<file path="src/rtl/music_pkg.sv">
// Shared constants for the music sequencer: FSM state codes, note rest code, width defaults.
package music_pkg;

    localparam int DEF_ADDR_W = 8;
    localparam int DEF_NOTE_W = 8;
    localparam int NOTE_REST  = 0;

    typedef logic [2:0] state_t;

    localparam logic [2:0] ST_IDLE  = 3'd0;
    localparam logic [2:0] ST_FETCH = 3'd1;
    localparam logic [2:0] ST_LATCH = 3'd2;
    localparam logic [2:0] ST_HOLD  = 3'd3;
    localparam logic [2:0] ST_PAUSE = 3'd4;
    localparam logic [2:0] ST_DONE  = 3'd5;

    function automatic logic is_play_state(input state_t s);
        return (s == ST_FETCH) || (s == ST_LATCH) || (s == ST_HOLD);
    endfunction

endpackage

</file>
<file path="src/rtl/music_sequencer_step_timer.sv">
// Loadable down-counter holding the remaining ticks of a step; stops at zero.
// Latency: count/flags registered, update one clk after clr/load/en.
// Backpressure: en low freezes the count (pause); clr beats load beats en.
module step_timer #(
    parameter int CNT_W = 16
) (
    input  logic             clk,
    input  logic             rst_n,
    input  logic             clr,
    input  logic             load,
    input  logic [CNT_W-1:0] load_val,
    input  logic             en,
    output logic [CNT_W-1:0] cnt,
    output logic             zero,
    output logic             last
);

    always_ff @(posedge clk) begin
        if (!rst_n) begin
            cnt <= '0;
        end else if (clr) begin
            cnt <= '0;
        end else if (load) begin
            cnt <= load_val;
        end else if (en && (cnt != '0)) begin
            cnt <= cnt - CNT_W'(1);
        end
    end

    assign zero = (cnt == '0);
    assign last = (cnt == CNT_W'(1));

endmodule

</file>
<file path="src/rtl/music_sequencer.sv">
// Steps the music ROM at a programmable tempo and drives the tone generator; ARTIC_GAP_EN adds a note-off gap.
// Latency: one step = STEP_TICKS>>tempo_sel clk (FETCH + LATCH + HOLD); note lags rom_addr by 2 clk.
// Backpressure: pause freezes address, note register and step timer; stop > pause > play.
module music_sequencer
    import music_pkg::*;
#(
    parameter int ADDR_W     = DEF_ADDR_W,
    parameter int NOTE_W     = DEF_NOTE_W,
    parameter int STEP_TICKS = 2**22,
    parameter int LAST_ADDR  = 240,
    parameter int GAP_TICKS  = 2**19
) (
    input  logic              clk,
    input  logic              rst_n,
    input  logic              play,
    input  logic              pause,
    input  logic              stop,
    input  logic              loop_en,
    input  logic [1:0]        tempo_sel,
    output logic [ADDR_W-1:0] rom_addr,
    input  logic [NOTE_W-1:0] rom_note,
    output logic [NOTE_W-1:0] note,
    output logic              playing,
    output logic              song_done
);

    localparam int CNT_W = $clog2(STEP_TICKS + 1);

`ifdef ARTIC_GAP_EN
    localparam bit GAP_EN = 1'b1;
`else
    localparam bit GAP_EN = 1'b0;
`endif

    state_t            state;
    state_t            saved_state;
    logic [ADDR_W-1:0] addr;
    logic [NOTE_W-1:0] note_r;
    logic              done_pulse;

    logic              tmr_clr;
    logic              tmr_load;
    logic              tmr_en;
    logic [CNT_W-1:0]  tmr_load_val;
    logic [CNT_W-1:0]  tmr_cnt;
    logic              tmr_zero;
    logic              tmr_last;

    logic [31:0]       step_full;
    logic              in_play;
    logic              pause_act;
    logic              term;
    logic              hold_end;
    logic              at_last;
    logic              end_song;
    logic              gap_mute;

    assign in_play   = is_play_state(state);
    assign pause_act = pause && in_play;
    assign term      = (rom_note == NOTE_W'(NOTE_REST)) && (addr != '0);
    assign hold_end  = tmr_last || tmr_zero;
    assign at_last   = (addr == ADDR_W'(LAST_ADDR));
    assign end_song  = !stop && !pause_act &&
                       (((state == ST_LATCH) && term) ||
                        ((state == ST_HOLD) && hold_end && at_last));

    // LATCH and FETCH take two cycles of the step, so HOLD gets the rest (at least one cycle).
    assign step_full    = 32'(STEP_TICKS) >> tempo_sel;
    assign tmr_load_val = (step_full > 32'd2) ? CNT_W'(step_full - 32'd2) : CNT_W'(1);

    assign tmr_clr  = stop;
    assign tmr_load = !stop && !pause_act && (state == ST_LATCH) && !term;
    assign tmr_en   = !stop && !pause_act && (state == ST_HOLD);

    step_timer #(
        .CNT_W (CNT_W)
    ) u_step_timer (
        .clk      (clk),
        .rst_n    (rst_n),
        .clr      (tmr_clr),
        .load     (tmr_load),
        .load_val (tmr_load_val),
        .en       (tmr_en),
        .cnt      (tmr_cnt),
        .zero     (tmr_zero),
        .last     (tmr_last)
    );

    always_ff @(posedge clk) begin
        if (!rst_n) begin
            state       <= ST_IDLE;
            saved_state <= ST_IDLE;
            addr        <= '0;
            note_r      <= '0;
            done_pulse  <= 1'b0;
        end else begin
            done_pulse <= end_song;
            if (stop) begin
                state  <= ST_IDLE;
                addr   <= '0;
                note_r <= '0;
            end else if (pause_act) begin
                saved_state <= state;
                state       <= ST_PAUSE;
            end else if (end_song) begin
                note_r <= '0;
                if (loop_en) begin
                    addr  <= '0;
                    state <= ST_FETCH;
                end else begin
                    state <= ST_DONE;
                end
            end else begin
                case (state)
                    ST_IDLE, ST_DONE: begin
                        if (play) begin
                            addr   <= '0;
                            note_r <= '0;
                            state  <= ST_FETCH;
                        end
                    end
                    ST_FETCH: state <= ST_LATCH;
                    ST_LATCH: begin
                        note_r <= rom_note;
                        state  <= ST_HOLD;
                    end
                    ST_HOLD: begin
                        if (hold_end) begin
                            addr  <= addr + ADDR_W'(1);
                            state <= ST_FETCH;
                        end
                    end
                    ST_PAUSE: begin
                        if (play && !pause) begin
                            state <= saved_state;
                        end
                    end
                    default: state <= ST_IDLE;
                endcase
            end
        end
    end

    // The gap only masks the output so the next step still sees the held note value.
    assign gap_mute  = GAP_EN && (state == ST_HOLD) && (tmr_cnt <= CNT_W'(GAP_TICKS));
    assign note      = ((state == ST_PAUSE) || gap_mute) ? '0 : note_r;
    assign rom_addr  = addr;
    assign playing   = in_play;
    assign song_done = done_pulse;

endmodule

</file>
<file path="config.mk">
export PLATFORM = sky130hd
export DESIGN_NAME = music_sequencer
export DESIGN_NICKNAME = d
export VERILOG_FILES = /design/src/rtl/music_pkg.sv /design/src/rtl/music_sequencer_step_timer.sv /design/src/rtl/music_sequencer.sv
export SDC_FILE = /design/constraint.sdc
export NUM_CORES = 1
export LEC_CHECK = 0
export ABC_AREA = 1
export BUFFER_PORTS_ARGS = -buffer_cell sky130_fd_sc_hd__buf_2
export CORE_MARGIN = 2
export CORE_UTILIZATION = 25
export CTS_CLUSTER_SIZE = 16
export DETAILED_ROUTE_END_ITERATION = 8
export PLACE_DENSITY = 0.51
export SYNTH_ARGS = -nofsm -noshare
export SYNTH_HDL_FRONTEND = slang
export SYNTH_HIERARCHICAL = 1
export SYNTH_SLANG_ARGS = --single-unit
</file>
<file path="constraint.sdc">
create_clock -name clk -period 4.3 [get_ports clk]
set_clock_uncertainty 0.05 [all_clocks]
set_input_delay 0.645 -clock clk [delete_from_list [all_inputs] [get_ports clk]]
set_output_delay 0.645 -clock clk [all_outputs]
set_load 0.05 [all_outputs]
</file>
==> reports/qor.yml, run 1 <==
p_per_area_nw_per_um2: 296.5
ant_nets: 0
slew_violations: 0
leakagePower_nw: 1.940
setup-tns-final_ns: 0
hpwl_um: 6158
p_int_w: 0.0007866
yosys_warnings: 6
areaGrowthSynthToFinish_pct: 17.67
routed_via_density: 4.312
diodes: 0
cp_top_family: "simple AND/OR/NAND/NOR gates"
rows: 41
finalHoldViolations: 0
grt_overflow: 0
finalSetupViolCount: 0
cp_cell_sequence: "inv_1 -> ha_1 -> nand2_1 -> nor2_1 -> nor2_1 -> nor2_1 -> buf_4 -> inv_1 -> nand3_1 -> a21oi_1 -> nor2_1 -> nor2_1"
cts-resized-gates: 0
slew_headroom: 0.6310
holdWs_ns: 0.4057
synthCells: 535
io_pins: 34
grt_pass1_vias: 2999
synth-seq-cells: 46
pwr-share-seq: 0.400
fmax_mhz: 381.2
drive_gt1_frac: 0.1363
core_area_um2: 12670
portBuffers: 33
cap_violations: 0
cp-end-kind: "flop"
synth.distinct_cells: 39
clk_pin_slew_ns: 0.07
fin_nets: 606
cts.sinks: 46
cts_hold_buf: 0
synth_area_um2: 3257
place.gp.congestion: 0.8522
min_period_ns: 2.623
htree_levels: 2
ctsRootBufferMaster: "clkbuf_16"
path_class: "flop to flop"
final_cell_mix: "nand2_1 (130), nor2_1 (116), inv_1 (60)"
drtPass1Iterations: 6
grt_pass1_wl_um: 14050
ys_seq_area_frac: 0.2828
critPathSlowestCell: "nand3_1"
post-route-drc-count: 0
die_area_um2: 13960
dieWidth_um: 118.1
cp_max_fo: 20
crit_top_cell: "nor2_1"
cts_tree: "built"
final_common_cell: "nand2_1"
worst-path-buf-inv: 3
finalWirelength_um: 8185
place_area_um2: 3666
cpPeakStageDelay_ns: 0.46
finalCritPeriodShare: 0.6101
start_kind: "flop"
sw_frac_of_total: 0.3077
die_h_um: 118.1
p_comb_frac: 0.207
critPathRequiredTime_ns: 4.47
fin_area_um2: 3832
tightest_slew_ns: 0.5501
syn-mean-instance-area_um2: 6.088
grt_usage: 0.1222
hp-class: "flop to flop"
p_clk_frac: 0.394
p_switching_w: 0.0003497
drt_iter0_markers: 167
vias: 3273
status: "completed"
grt_start_max_net_pins: 21
cts_buffer_depth: 2
initial_core_util: 0.2570
worstPathArrival_ns: 2.80
wl_per_cell_um: 10.78
irDropWorstVdd_v: 0.0001262
rsz0062_at_grt: "false"
worstSkewPairLatency_ns: 0.30
antenna_found_initial: 0
cts_made_buffers: 5
post_cts_buffers: 0
## cell usage after synthesis (all sizes together)
cell type / instances / area, µm²
buf: 5 / 42.53
dfxtp: 46 / 920.9
nor3: 9 / 66.32
inv: 62 / 232.7
o21bai: 8 / 60.06
nor4: 1 / 6.260
nor2: 129 / 550.5
o21ai: 22 / 113.9
ha: 4 / 50.05
a21boi: 1 / 7.510
o211ai: 1 / 7.510
nand3b: 1 / 7.510
clkbuf: 5 / 18.77
nand4: 7 / 56.30
xnor2: 3 / 26.28
clkinv: 4 / 16.26
and3: 1 / 6.260
nor3b: 2 / 15.01
nand3: 43 / 237.7
xor2: 9 / 78.83
a21oi: 28 / 140.1
conb: 2 / 7.510
nand2: 142 / 588.1
## routing by layer
metal | global-route usage | wire length, µm
met1 | 0.1583 | 4012
met2 | 0.1918 | 3656
met3 | 0.02510 | 336
met4 | 0.06175 | 179
met5 | 0 | 0
## stage by stage
step | setup slack [ns] | cells | util | power (W)
2_1_floorplan | 2.093 | 553 | - | 0.0006494
3_3_place_gp | 1.476 | 751 | 0.2893 | 0.0006983
4_1_cts | 1.645 | 759 | 0.3025 | 0.001155
3_5_place_dp | 1.479 | 751 | 0.2893 | 0.0006989
6_report | 1.677 | 759 | 0.3025 | 0.001136
5_1_grt | 1.354 | 759 | 0.3025 | 0.001198
## area by class of cell
cell class | instances | area (µm²)
Fill cell | 1436 | 8838
Multi-Input combinational cell | 431 | 2093
Sequential cell | 46 | 920.9
Inverter | 66 | 249.0
Tap cell | 172 | 215.2
Timing Repair Buffer | 36 | 187.7
Clock buffer | 6 | 128.9
Clock inverter | 2 | 37.54
## worst min-delay path, stage by stage, from the launching register on
cell	delay [ns]
dfxtp_1	0.30
inv_1	0.06
a21oi_1	0.05
## flip-flops by register name, summed over array words and instances, names as in the netlist
register / cells
state: 3
saved_state: 3
song_done: 1
rom_addr: 8
u_step_timer/cnt: 23
note_r: 8
## path summary, 6_finish.rpt
check | from | endpoint | slack, ns | depth (start not counted)
hold / removal | note_r[0] | note_r[0] | 0.41 | 2
hold reg to reg | note_r[0] | note_r[0] | 0.41 | 2
setup reg to reg | rom_addr[0] | u_step_timer/cnt[21] | 1.68 | 12
setup / recovery | rom_addr[0] | u_step_timer/cnt[21] | 1.68 | 12
## power groups by stage
stage / Combinational, W / Sequential [W] / Clock [W]
after floorplan: 0.000170 / 0.000479 / 0
after global placement: 0.000235 / 0.000464 / 0
after detailed placement: 0.000235 / 0.000464 / 0
after CTS: 0.000236 / 0.000454 / 0.000465
after global routing: 0.000265 / 0.000456 / 0.000477
final: 0.000235 / 0.000454 / 0.000447
## logic make-up (layout without fill, tap and decap cells)
| kind of cell | Yosys count | count (layout) | share of synthesized area |
|---|---|---|---|
| compound gates | 60 | 60 | 0.1010 |
| xor+xnor | 12 | 12 | 0.03227 |
| flops | 46 | 46 | 0.2827 |
| other cells | 2 | 20 | 0.002306 |
| simple gates | 335 | 335 | 0.4710 |
| fa+ha+maj | 4 | 4 | 0.01537 |
| buf+inv | 76 | 110 | 0.09527 |
Power figures use the tool's default switching activity.
==> run 2, diff against run 1 <==
ABC_AREA = 0   (was 1)
PLACE_DENSITY = 0.52   (was 0.51)
clock period = 2.6 ns   (was 4.3 ns; I/O delays follow)
==> reports/qor.yml, run 2 <==
holdWs_ns: 0.2763  # -0.1295 ns
drt_iter0_markers: 80  # -52%
final_common_cell: "dfxtp_1"
synth_top_area_frac: 0.3222  # +0.03949
cts_tree: "built"
clk_pin_slew_ns: 0.06  # about the same
total_power_w: 0.001462  # +29%
slew_violations: 0  # unchanged
worstPathArrival_ns: 2.69  # -0.11 ns
drive_gt1_frac: 0.2289  # +0.09263
synth-seq-cells: 46  # unchanged
final_cell_mix: "dfxtp_1 (44), a21oi_1 (37), buf_2 (33)"
finalSetupViolCount: 0  # unchanged
largest-register: "u_step_timer/cnt"
leakagePower_nw: 1.392  # -28%
cp-end-kind: "flop"
largest_reg_flops: 23  # unchanged
cpPeakStageDelay_ns: 0.38  # -0.08 ns
syn-mean-instance-area_um2: 8.307  # +36%
worstSkewPairLatency_ns: 0.29  # about the same
finalHoldViolations: 0  # unchanged
hp-class: "primary input to flop"
synth.area.top_cells: "dfxtp_1 (32%), a21oi_1 (6.5%), o21ai_0 (4.6%), nor2_1 (3.4%), nor2b_1 (3.3%)"
grt_start_max_net_pins: 24  # +14%
critPathSlowestCell: "nor4_4"
fillers: 1205  # -16%
initial_core_util: 0.2535  # -0.003511
synthCells: 344  # -36%
start_kind: "flop"
async_flop_share: 0  # unchanged
critPathRequiredTime_ns: 2.78  # -1.69 ns
diodes: 0  # unchanged
cp_max_fo: 8  # -60%
sequential_cell_area_um2: 923.4  # +0.27%
rsz0062_at_grt: "true"
finalWirelength_um: 7356  # -10%
htree_levels: 2  # unchanged
place.gp.congestion: 0.9088  # +6.6%
p_per_area_nw_per_um2: 408.6  # +38%
rows: 39  # -4.9%
antenna_found_initial: 0  # unchanged
cp_cell_sequence: "nor4_4 -> and4b_1 -> and3_4 -> o21a_1 -> nand4_2 -> a21boi_4 -> o31ai_4 -> nor3b_4 -> a22o_1"
grt_usage: 0.1187  # -0.003559
wl_per_cell_um: 13.18  # +22%
cap_violations: 0  # unchanged
synth_area_um2: 2858  # -12%
grt_overflow: 0  # unchanged
dieWidth_um: 110.9  # -6.1%
post-route-drc-count: 0  # unchanged
cts.sinks: 46  # unchanged
vias: 2655  # -19%
routed_via_density: 4.758  # +10%
synth.distinct_cells: 62  # +59%
fin_nets: 435  # -28%
status: "completed"
synth_commonest_cells: "dfxtp_1 (46), a21oi_1 (37), nor2_1 (26), o21ai_0 (26), nand2_1 (22)"
ys_seq_area_frac: 0.3222  # +0.03949
multi_input_area_um2: 1926  # -8.0%
drtPass1Iterations: 4  # -2
irDropWorstVdd_v: 0.0002845  # +130%
synth_top_area_cell: "dfxtp_1"
synth.most_common_cell: "dfxtp_1"
grt_pass1_vias: 2527  # -16%
die_area_um2: 12300  # -12%
hpwl_um: 5454  # -11%
yosys_warnings: 6  # unchanged
die_h_um: 110.9  # -6.1%
finalCritPeriodShare: 0.9660  # +0.3559
grt_pass1_wl_um: 12150  # -14%
cts_made_buffers: 5  # unchanged
synth-edff-count: 0  # unchanged
ant_nets: 0  # unchanged
min_period_ns: 2.511  # -0.1117 ns
areaGrowthSynthToFinish_pct: 25.18
core_area_um2: 11270  # -11%
ctsRootBufferMaster: "clkbuf_16"
io_pins: 34  # unchanged
path_class: "flop to flop"
cts_buffer_depth: 2  # unchanged
fmax_mhz: 398.2  # +4.4%
synth_ff_type: "dfxtp_1"
portBuffers: 33  # unchanged
## run 2: changes by cell type in the layout (fill, tap and decap cells not counted), moves of 10 or more
cell	before	now
inv_1	60	8
nand3_1	40	11
buf_4	3	29
nand2_1	130	22
o21ai_0	16	26
nor2_1	116	26
nor2b_1	0	15
## run 2: final timing paths
kind                            slack (ns)             end  depth (start not counted)           startpoint
worst max register to register        0.09       note_r[5]                          9  u_step_timer/cnt[5]
worst max-delay path                  0.09       note_r[5]                          9  u_step_timer/cnt[5]
worst min register to register        0.38  saved_state[2]                          2       saved_state[2]
worst min-delay path                  0.28       note_r[0]                          2          rom_note[0]
## run 2: kinds of logic (layout without fill, tap and decap cells)
group,Yosys count,after routing,share of synthesized area
AND/OR/NAND/NOR,141,142,0.3096
adder cells (fa/ha/maj),4,4,0.01751
multiplexers,4,4,0.01401
buffers and inverters,26,78,0.04554
XOR/XNOR,16,16,0.04904
other,2,20,0.002628
flip-flops,46,46,0.3222
AO/OA/AOI/OAI,105,105,0.2395
## run 2: where the power goes
part / leakage [nW] / switching [W] / internal [W]
sequential: 0.372 / 0.00000303 / 0.000707
combinational: 0.956 / 0.0000830 / 0.0000496
clock: 0.0640 / 0.000266 / 0.000352
total: 1.39 / 0.000352 / 0.00111
## run 2: cell type report
type,count,share of cell area
sequential,46,0.2581
timing repair buffer,62,0.1070
multi-input combinational,291,0.5383
tap,143,0.05002
clock buffer,7,0.03708
inverter,9,0.009444
## run 2: critical path: cells and delay by family (launching register included)
family          cells  cell delay, ns
compound gates      4            0.70
flops               1            0.35
simple gates        5            1.37
## run 2: through the flow
stage / worst slack, ns / util / instance area (µm²) / instances / TNS, ns
5_1_grt: -0.06170 / 0.3173 / 3577 / 558 / -0.4286
2_1_floorplan: 0.07026 / - / 2925 / 362 / 0
3_3_place_gp: 0.08251 / 0.2995 / 3376 / 548 / 0
6_report: 0.08850 / 0.3173 / 3577 / 558 / 0
3_5_place_dp: 0.02311 / 0.2995 / 3376 / 548 / 0
4_1_cts: 0.004421 / 0.3112 / 3508 / 555 / 0
## run 2: routing by layer
layer,GRT usage,share of wire
met1,0.1536,0.47
met2,0.1996,0.49
met3,0.02570,0.029
met4,0.03250,0.011
met5,0,0
## run 2: what timing repair did
action / CTS / global route
setup buffers: 0 / 2
hold buffers: 0 / 0
resized for setup: 0 / 11
endpoints found under the setup margin: 0 / 16
==> run 3, diff against run 2 <==
ABC_AREA = 1   (was 0)
PLACE_DENSITY = 0.51   (was 0.52)
==> reports/qor.yml, run 3 (same netlist as run 1, synthesis figures left out) <==
diodes: 0  # unchanged
drt_iter0_markers: 185  # +130%
hold_end: "saved_state[1]"
grt_start_max_net_pins: 20  # -17%
ant_nets: 0  # unchanged
finalWirelength_um: 8410  # +14%
min_period_ns: 2.338  # -0.1732 ns
timing.rr.start: "u_step_timer/cnt[0]"
cts_buffer_depth: 2  # unchanged
grt_usage: 0.1272  # +0.008547
grt_pass1_wl_um: 14640  # +21%
p_per_area_nw_per_um2: 471.9  # +15%
ctsRootBufferMaster: "clkbuf_16"
cts-resized-gates: 0  # unchanged
final_cell_mix: "nand2_1 (130), nor2_1 (115), inv_1 (60)"
wl_per_cell_um: 11.05  # -16%
antenna_found_initial: 0  # unchanged
cts_made_buffers: 5  # unchanged
regToRegEndpoint: "rom_addr[0]"
finalCritPeriodShare: 0.8993  # -0.06662
cp_max_fo: 7  # -1
drtPass1Iterations: 4  # unchanged
start_kind: "flop"
r2r_slack_ns: 0.26  # +0.17 ns
dp_slack_ns: 0.1898  # +0.1666 ns
place.gp.congestion: 0.8658  # -4.7%
post-route-util: 0.3043  # -0.01301
path_class: "flop to flop"
post-route-drc-count: 0  # unchanged
cts_tree: "built"
hp-class: "primary input to flop"
tightest_slew_ns: 0.5146
leakagePower_nw: 1.918  # +38%
slew_headroom: 0.6560
slew_violations: 0  # unchanged
final_common_cell: "nand2_1"
rows: 41  # +5.1%
largest-register: "u_step_timer/cnt"
post_cts_buffers: 0  # unchanged
worstPathArrival_ns: 2.53  # -0.16 ns
fmax_mhz: 427.7  # +7.4%
cap_violations: 0  # unchanged
largest_reg_flops: 23  # unchanged
dieWidth_um: 118.1  # +6.5%
io_pins: 34  # unchanged
hp-start: "rst_n"
critPathRequiredTime_ns: 2.79  # about the same
areaGrowthSynthToFinish_pct: 18.40
cts_hold_buf: 0  # unchanged
cts.sinks: 46  # unchanged
hold_depth: 3  # +1
vias: 3303  # +24%
drive_gt1_frac: 0.1426  # -0.08630
worstSkewPairLatency_ns: 0.30  # about the same
rr_worst_depth: 18  # +9
initial_core_util: 0.2570  # +0.003511
rsz0062_at_grt: "false"
hpwl_um: 6297  # +15%
die_h_um: 118.1  # +6.5%
core_area_um2: 12670  # +12%
finalSetupViolCount: 0  # unchanged
die_area_um2: 13960  # +13%
irDropWorstVdd_v: 0.0002215  # -22%
clk_pin_slew_ns: 0.06  # about the same
setup-tns-final_ns: 0  # unchanged
fin_nets: 608  # +40%
finalHoldViolations: 0  # unchanged
grt_pass1_vias: 3050  # +21%
final.setup.worst_slack_ns: 0.2617  # +0.1732 ns
grt_overflow: 0  # unchanged
routed_via_density: 4.340  # -8.8%
status: "completed"
htree_levels: 2  # unchanged
portBuffers: 33  # unchanged
cp-end-kind: "flop"
## run 3: worst max-delay path: stages (launching register included)
cell and delay (ns):
dfxtp_1 0.33, inv_1 0.12, ha_2 0.24, nand2_4 0.11, nor2_8 0.17, nand3_4 0.09
inv_1 0.07, nor2_2 0.06, nor2_1 0.08, nand2_1 0.05, nor2_1 0.16, nand2_4 0.11
nand2_4 0.12, nand2_2 0.11, nand2_4 0.14, nor2_4 0.06, nand2_1 0.05, nand2_1 0.05
nor2_1 0.09
## run 3: power breakdown
part | leakage [nW] | internal, W | total, W | switching, W
combinational | 1.47 | 0.000124 | 0.000400 | 0.000277
sequential | 0.372 | 0.000729 | 0.000752 | 0.0000234
clock | 0.0739 | 0.000382 | 0.000667 | 0.000285
## run 3: worst max-delay path by stage
| stage | slack (ns) | startpoint | to |
|---|---|---|---|
| 3_5_place_dp | 0.19 | u_step_timer/cnt[0] | rom_addr[5] |
| 5_1_grt | 0.01 | u_step_timer/cnt[0] | rom_addr[7] |
| 3_3_place_gp | 0.25 | u_step_timer/cnt[0] | rom_addr[5] |
| 4_1_cts | 0.17 | u_step_timer/cnt[0] | rom_addr[5] |
| 2_1_floorplan | 0.39 | rom_addr[0] | u_step_timer/cnt[11] |
| 6_report | 0.26 | u_step_timer/cnt[0] | rom_addr[0] |
## run 3: metrics by stage
stage                     total power (W)  hold WS [ns]  area, µm²  cells
after detailed placement         0.001160        0.3971       3681    753
final                            0.001820        0.3214       3856    761
after floorplan                  0.001074        0.3739       3324    553
after CTS                        0.001847        0.3102       3829    761
after global placement           0.001156        0.3878       3681    753
after global routing             0.001938        0.3255       3856    761
## run 3: cell type report
cell class | count | area [µm²]
clock inverter | 1 | 5.005
fill | 1430 | 8815
inverter | 66 | 249.0
clock buffer | 7 | 142.6
timing repair buffer | 38 | 202.7
tap | 172 | 215.2
multi-input combinational | 431 | 2121
sequential | 46 | 920.9
## run 3: per-layer routing
metal  share of wire  GRT usage  routed length [µm]  vias to the layer above
met2            0.45     0.2020                3826                       54
met5               0          0                   0                        -
met4          0.0090    0.03238                  76                        0
li1                -          -                   -                     1767
met1            0.50     0.1716                4185                     1477
met3           0.038    0.03234                 322                        5
